File: src/rtl/dmem_arbiter.sv
// Two-port round-robin arbiter in front of data_mem: one access per cycle, zero-latency grant,
// one-cycle read response routed back to the issuing port, bounded lock for atomic RMW.
module dmem_arbiter #(
   parameter int unsigned LOCK_MAX = 4,
   parameter bit          P0_FIRST = 1'b1
) (
   input  logic        clk,
   input  logic        rst,

   input  logic        p0_req,
   input  logic        p0_we,
   input  logic        p0_lock,
   input  logic [31:0] p0_addr,
   input  logic [31:0] p0_wdata,
   input  logic [3:0]  p0_wstrb,
   output logic        p0_gnt,
   output logic        p0_rvalid,
   output logic [31:0] p0_rdata,

   input  logic        p1_req,
   input  logic        p1_we,
   input  logic        p1_lock,
   input  logic [31:0] p1_addr,
   input  logic [31:0] p1_wdata,
   input  logic [3:0]  p1_wstrb,
   output logic        p1_gnt,
   output logic        p1_rvalid,
   output logic [31:0] p1_rdata,

   output logic        mem_re,
   output logic [31:0] mem_raddr,
   output logic        mem_we,
   output logic [31:0] mem_waddr,
   output logic [31:0] mem_wdata,
   output logic [3:0]  mem_wstrb,
   input  logic [31:0] mem_rdata
);

   localparam logic [3:0] LockMax = 4'(LOCK_MAX);

   logic       last_q, last_d;
   logic       lock_act_q, lock_act_d;
   logic       owner_q, owner_d;
   logic [3:0] lock_cnt_q, lock_cnt_d;
   logic       rsp_v_q, rsp_v_d;
   logic       rsp_id_q, rsp_id_d;

   logic        gnt_any;
   logic        gnt_id;
   logic        owner_req;
   logic        sel_we;
   logic        sel_lock;
   logic [31:0] sel_addr;
   logic [3:0]  cnt_inc;

   assign owner_req = owner_q ? p1_req : p0_req;

   always_comb begin
      gnt_any = 1'b0;
      gnt_id  = 1'b0;
      if (!rst) begin
         if (lock_act_q && owner_req) begin
            gnt_any = 1'b1;
            gnt_id  = owner_q;
         end else if (p0_req && p1_req) begin
            gnt_any = 1'b1;
            gnt_id  = ~last_q;
         end else if (p0_req) begin
            gnt_any = 1'b1;
            gnt_id  = 1'b0;
         end else if (p1_req) begin
            gnt_any = 1'b1;
            gnt_id  = 1'b1;
         end
      end
   end

   // With no grant gnt_id is 0, so the buses idle on port 0's values.
   assign sel_we    = gnt_id ? p1_we    : p0_we;
   assign sel_lock  = gnt_id ? p1_lock  : p0_lock;
   assign sel_addr  = gnt_id ? p1_addr  : p0_addr;
   assign mem_wdata = gnt_id ? p1_wdata : p0_wdata;
   assign mem_wstrb = gnt_id ? p1_wstrb : p0_wstrb;

   assign mem_raddr = sel_addr;
   assign mem_waddr = sel_addr;
   assign mem_re    = gnt_any && !sel_we;
   assign mem_we    = gnt_any && sel_we;

   assign p0_gnt = gnt_any && !gnt_id;
   assign p1_gnt = gnt_any && gnt_id;

   assign p0_rvalid = !rst && rsp_v_q && !rsp_id_q;
   assign p1_rvalid = !rst && rsp_v_q && rsp_id_q;
   assign p0_rdata  = mem_rdata;
   assign p1_rdata  = mem_rdata;

   // A lock survives only a locked grant whose run length stays below LOCK_MAX; any other
   // outcome (unlocked grant, owner idle, budget exhausted) releases it.
   always_comb begin
      last_d     = gnt_any ? gnt_id : last_q;
      cnt_inc    = (lock_act_q && (owner_q == gnt_id)) ? lock_cnt_q + 4'd1 : 4'd1;
      lock_act_d = 1'b0;
      lock_cnt_d = 4'd0;
      owner_d    = owner_q;
      if (gnt_any && sel_lock && (cnt_inc < LockMax)) begin
         lock_act_d = 1'b1;
         lock_cnt_d = cnt_inc;
         owner_d    = gnt_id;
      end
      rsp_v_d  = mem_re;
      rsp_id_d = gnt_id;
   end

   always_ff @(posedge clk) begin
      if (rst) begin
         last_q     <= P0_FIRST ? 1'b1 : 1'b0;
         lock_act_q <= 1'b0;
         owner_q    <= 1'b0;
         lock_cnt_q <= 4'd0;
         rsp_v_q    <= 1'b0;
         rsp_id_q   <= 1'b0;
      end else begin
         last_q     <= last_d;
         lock_act_q <= lock_act_d;
         owner_q    <= owner_d;
         lock_cnt_q <= lock_cnt_d;
         rsp_v_q    <= rsp_v_d;
         rsp_id_q   <= rsp_id_d;
      end
   end

endmodule

File: config.mk
export PLATFORM = sky130hd
export DESIGN_NAME = dmem_arbiter
export DESIGN_NICKNAME = d
export VERILOG_FILES = /design/src/rtl/dmem_arbiter.sv
export SDC_FILE = /design/constraint.sdc
export NUM_CORES = 1
export LEC_CHECK = 0
export ABC_AREA = 1
export BUFFER_PORTS_ARGS = -buffer_cell sky130_fd_sc_hd__buf_2
export CAP_MARGIN = 0
export CORE_AREA = 2 2 136 138
export DETAILED_ROUTE_END_ITERATION = 6
export DIE_AREA = 0 0 138 140
export PLACE_DENSITY = 0.46
export SLEW_MARGIN = 15
export SYNTH_ARGS = -nofsm -noshare
export SYNTH_HDL_FRONTEND = slang
export SYNTH_SLANG_ARGS = --single-unit
File: constraint.sdc
create_clock -name clk -period 1.73 [get_ports clk]
set_input_delay 0.173 -clock clk [delete_from_list [all_inputs] [get_ports clk]]
set_output_delay 0.173 -clock clk [all_outputs]
set_load 0.1 [all_outputs]
=== Yosys cells after proc, flatten, opt, wreduce, memory -nomap -nowiden ===
Index checks and enable logic that the tools add are counted.

* Memories kept: 0
* Bits in latches: 0
* Bits in read-only memories: 0
* Register bits: 9
* Bits in writable memories: 0
* Output and inout bits: 170

* Multiplexer cells: 17
* Divide/modulo/power cells: 0
* $mul: 0
* Reductions and logical operators: 17
* Shift operators: 0
* Bitwise logic cells: 2
* Magnitude comparators: 1
* Add/sub/neg operators: 1
* Equality and inequality tests: 1

{| class="wikitable"
|+ Operators by type and width
! kind !! count
|-
| 32-bit two-way mux || 2
|-
| 1-bit two-way mux || 13
|-
| 1-bit logical AND || 12
|-
| 4-bit two-way mux || 2
|-
| 4-bit by 1-bit adder with 4-bit output (second input constant) || 1
|-
| 1-bit logical NOT || 4
|-
| 4-bit by 3-bit less-than comparator with 1-bit output (second input constant) || 1
|-
| 1-bit NOT || 2
|-
| 2-bit OR reduction || 1
|-
| 1-bit == test || 1
|}

=== Logic depth before layout (Yosys ltp) ===
* Depth in word-level cells: 12
* Depth in mapped cells: 10

=== Worst setup path after synthesis ===
No wires, ideal clock.

* Path kind: register to register
* From: reg lock_act_q
* To: reg last_q
* Path buffers: 1
* Cell stages (with the launch flop): 9
* Required time: 1.525 ns
* Clock period less this slack: 2.336 ns
* Data arrival time: 2.131 ns
* Setup slack: -0.606 ns
* Setup time: 0.205 ns
* Cells stage by stage: dfxtp_1 > inv_1 > nand2_1 > nand3_2 > nand2_2 > inv_2 > buf_4 > nor2_1 > a31oi_1

* Cells in the longest elaborated chain, start to end: 3
* Elaborated cells on any way between the ends: 5

{| class="wikitable"
|+ Ends and longest elaborated chain
! item !! line !! source
|-
| start: declaration || 42 || <nowiki>logic lock_act_q, lock_act_d;</nowiki>
|-
| start signal: assignment || 125 || <nowiki>lock_act_q <= lock_act_d;</nowiki>
|-
| 1-bit logical AND (*) || 62 || <nowiki>if (lock_act_q && owner_req) begin</nowiki>
|-
| 1-bit two-way mux || 62 ||
|-
| 1-bit two-way mux || 61 || <nowiki>if (!rst) begin</nowiki>
|-
| end signal: assignment || 117 || <nowiki>last_q <= P0_FIRST ? 1'b1 : 1'b0;</nowiki>
|-
| end signal: assignment || 124 || <nowiki>last_q <= last_d;</nowiki>
|-
| end: declaration || 41 || <nowiki>logic last_q, last_d;</nowiki>
|}

Mark *: on every way between the ends. The rest lies on a longest branch, timed or not.
A chain may end at the register's enable or synchronous reset.

=== Final worst setup path ===
* From: reg lock_act_q
* To: out mem_we

* Cells in the longest elaborated chain, start to end: 5
* Elaborated cells on any way between the ends: 7

{| class="wikitable"
|+ Ends and longest elaborated chain
! item !! line !! source
|-
| 1-bit logical AND (*) || 62 ||
|-
| 1-bit two-way mux || 62 ||
|-
| 1-bit two-way mux || 61 ||
|-
| 1-bit two-way mux || 79 || <nowiki>assign sel_we = gnt_id ? p1_we : p0_we;</nowiki>
|-
| 1-bit logical AND (*) || 88 || <nowiki>assign mem_we = gnt_any && sel_we;</nowiki>
|-
| end: declaration || 32 || <nowiki>output logic mem_we,</nowiki>
|}

Marks and branches as above.

==> metrics.md <==
| Metric | Value |
|---|---|
| Commonest non-fill, non-tap cells in the layout | `buf_2, nand2_1, buf_12` |
| Synth unique cells | `20` |
| Insertion delay to the later sink of the worst-skew pair | `0.23 ns` |
| Area of the core | `0.0178 sq mm` |
| Leakage power | `2.69 nW` |
| 1st-iter DRT viols | `68` |
| Clk buf depth | `2` |
| Reg2reg start | `lock_act_q` |
| Commonest non-fill, non-tap cell in the layout | `buf_2` |
| Cell Pwr Density | `748 mW/mm^2` |
| Worst path required time | `approximately 1.6 ns` |
| Die width | `138 um` |
| CTS sink count | `9` |
| Total gr overflow | `0` |
| Final cycle utilization of the critical path | `103%` |
| WL per Instance | `13.6 um` |
| Synthesized area per cell | `5.35 sq um` |
| Layout Nets | `723` |
| Gpl congestion | `0.763` |
| Chip Height | `140 um` |
| Worst Hold End | `owner_q` |
| Yosys top cell by area | `nand2_1` |
| R2R Setup Slk | `0.18 ns` |
| Tmin final | `1.79 ns` |
| Total number of vias | `2713` |
| Die area | `0.0193 sq mm` |
| Hold Path Stages | `4` |
| Setup WS post-layout | `-0.0567 ns` |
| Synth warnings | `0` |
| Cells after Synth | `377` |
| VDD IR max | `~450 uV` |
| Worst Path Arrival | `1.61 ns` |
| Initial Util | `11.3%` |
| DRC | `0` |
| Outcome | `finished with violations` |
| Setup Skew | `0.000497 ns` |
| Worst slack, placed | `0.109 ns` |
| R2R cell count | `11` |
| Total Wirelength | `10500 um` |
| Sequential area share after synthesis | `about 9%` |
| RSZ-0062 raised after global routing | `yes` |
| Final Hold Violating Endpoints | `0` |
| Area growth syn-to-layout | `162%` |
| Clk root buf | `clkbuf_16` |
| Synth top area share | `40.0%` |
| Layout cells sized above 1 | `70.3%` |
| First-pass GRT wire length | `14800 um` |
| Cell area after layout | `0.00528 sq mm` |
| Violated checks | `setup timing` |
| DRT antenna net count | `0` |
| Cell Area, Placed | `0.00478 sq mm` |
| Setup Viol. Count Final | `50` |
| Initial antenna violation count | `0` |
| Num CTS Buffers | `3` |
| Post-synthesis instance area | `between 0.002 and 0.0025 sq mm` |
| DPL Wire Length | `7810 um` |
| Largest net degree at the start of global routing | `35` |
| Top cells by area, synth | `nand2_1, buf_4, dfxtp_1, buf_2, inv_1` |
| ANT cells | `0` |
| Peak Freq | `560 MHz` |
| Crit path launch type | `flip-flop` |
| Drt via density | `3.51` |
| Final hold slack | `0.249 ns` |
| Critical path fanouts, max | `6` |
| Vias in the first global route | `2675` |
| Hold Path Class | `input port to flip-flop` |
| Maxcap violations | `0` |
| Synthesized flop and latch total | `9` |
| Hold-fix buffers, CTS | `0` |
| R2R Path End | `lock_cnt_q[0]` |
| Setup crit end kind | `primary output` |
| # IOs | `roughly 350` |
| Crit Path Class | `flip-flop to primary output` |
| Drt first pass iters | `4` |
| Clk pin slew, worst setup/hold paths | `0.04 ns` |
| # port buffers | `249` |
| Site Rows | `49` |
| H-tree depth | `1` |
| GR Util All Layers | `9.54%` |
| Slew Viols, Final | `0` |
| TritonCTS clock tree | `built` |
| Hold Startpoint | `rst` |
[cells by family after synthesis]
logic type,after synthesis,synth area share [%]
DFF,9,8.94
muxes,1,0.497
buffers and inverters,124,42.5
AOI/OAI and AO/OA,3,0.807
adders and majority gates,1,0.621
other,1,0.186
and+or+nand+nor,238,46.5
[cell usage after synthesis (all sizes together)]
| master | instances |
|---|---|
| nand4 | 2 |
| nor2 | 9 |
| a21oi | 2 |
| mux2i | 1 |
| a31oi | 1 |
| and2 | 2 |
| inv | 13 |
| ha | 1 |
| nand2 | 218 |
| buf | 111 |
| and3 | 1 |
| nand3 | 6 |
| conb | 1 |
| dfxtp | 9 |
[worst max-delay path: stages, from the launching register on]
cell and delay [ns]:
dfxtp_4 0.36, inv_2 0.04, nand2_2 0.06, nand3_4 0.10
nand2_8 0.13, buf_6 0.12, mux2i_2 0.21, buf_4 0.15
nor2_4 0.03, buf_12 0.16
[worst max path at each step]
| stage | startpoint | cells after the start | endpoint |
|---|---|---|---|
| 2_1_floorplan | rsp_v_q | 2 | p0_rvalid |
| 3_3_place_gp | rst | 8 | mem_raddr[10] |
| 3_5_place_dp | rst | 8 | mem_waddr[10] |
| 4_1_cts | lock_act_q | 9 | mem_wdata[8] |
| 5_1_grt | lock_act_q | 8 | mem_re |
| 6_report | lock_act_q | 9 | mem_we |
[through the flow]
stage	power [mW]	util [%]	setup TNS, ns	std cells
final	3.95	29.7	-0.894	774
after global routing	4.08	29.7	-9.97	774
after global placement	3.43	26.9	0	753
after detailed placement	3.43	26.9	0	753
after floorplan	3.03	-	-0.0880	378
after CTS	3.92	28.6	-4.86	764
[power breakdown]
group,internal [mW],switching (mW)
sequential,0.223,0.00972
clock,0.308,0.101
combinational,1.17,2.14
[layer usage]
layer | vias to the layer above | track usage (%) | part of all wire [%]
met5 | - | 0 | 0
met4 | 0 | 2.85 | 2.0
met3 | 30 | 2.29 | 7.4
met2 | 153 | 17.7 | 52
met1 | 1164 | 10.8 | 39
li1 | 1366 | - | -
[flip-flops by register name (all words and copies together), names as in the netlist]
name and cells:
rsp_id_q 1, rsp_v_q 1, lock_cnt_q 4, owner_q 1, last_q 1, lock_act_q 1
[layout make-up]
class / count / area (sq um)
multi-input combinational: 245 / 1420
clock buffer: 4 / 78.8
fill: 1888 / 12500
inverter: 13 / 61.3
timing repair buffer: 274 / 3250
tap: 229 / 287
sequential: 9 / 184
[repair_timing]
item                       4_1_cts  5_1_grt
setup endpoints to repair      103      104
gates cloned                     5        5
gates resized for setup         15       29
buffers inserted                 2        5
pin swaps                        2        3
(Power assumes the default switching activity.)
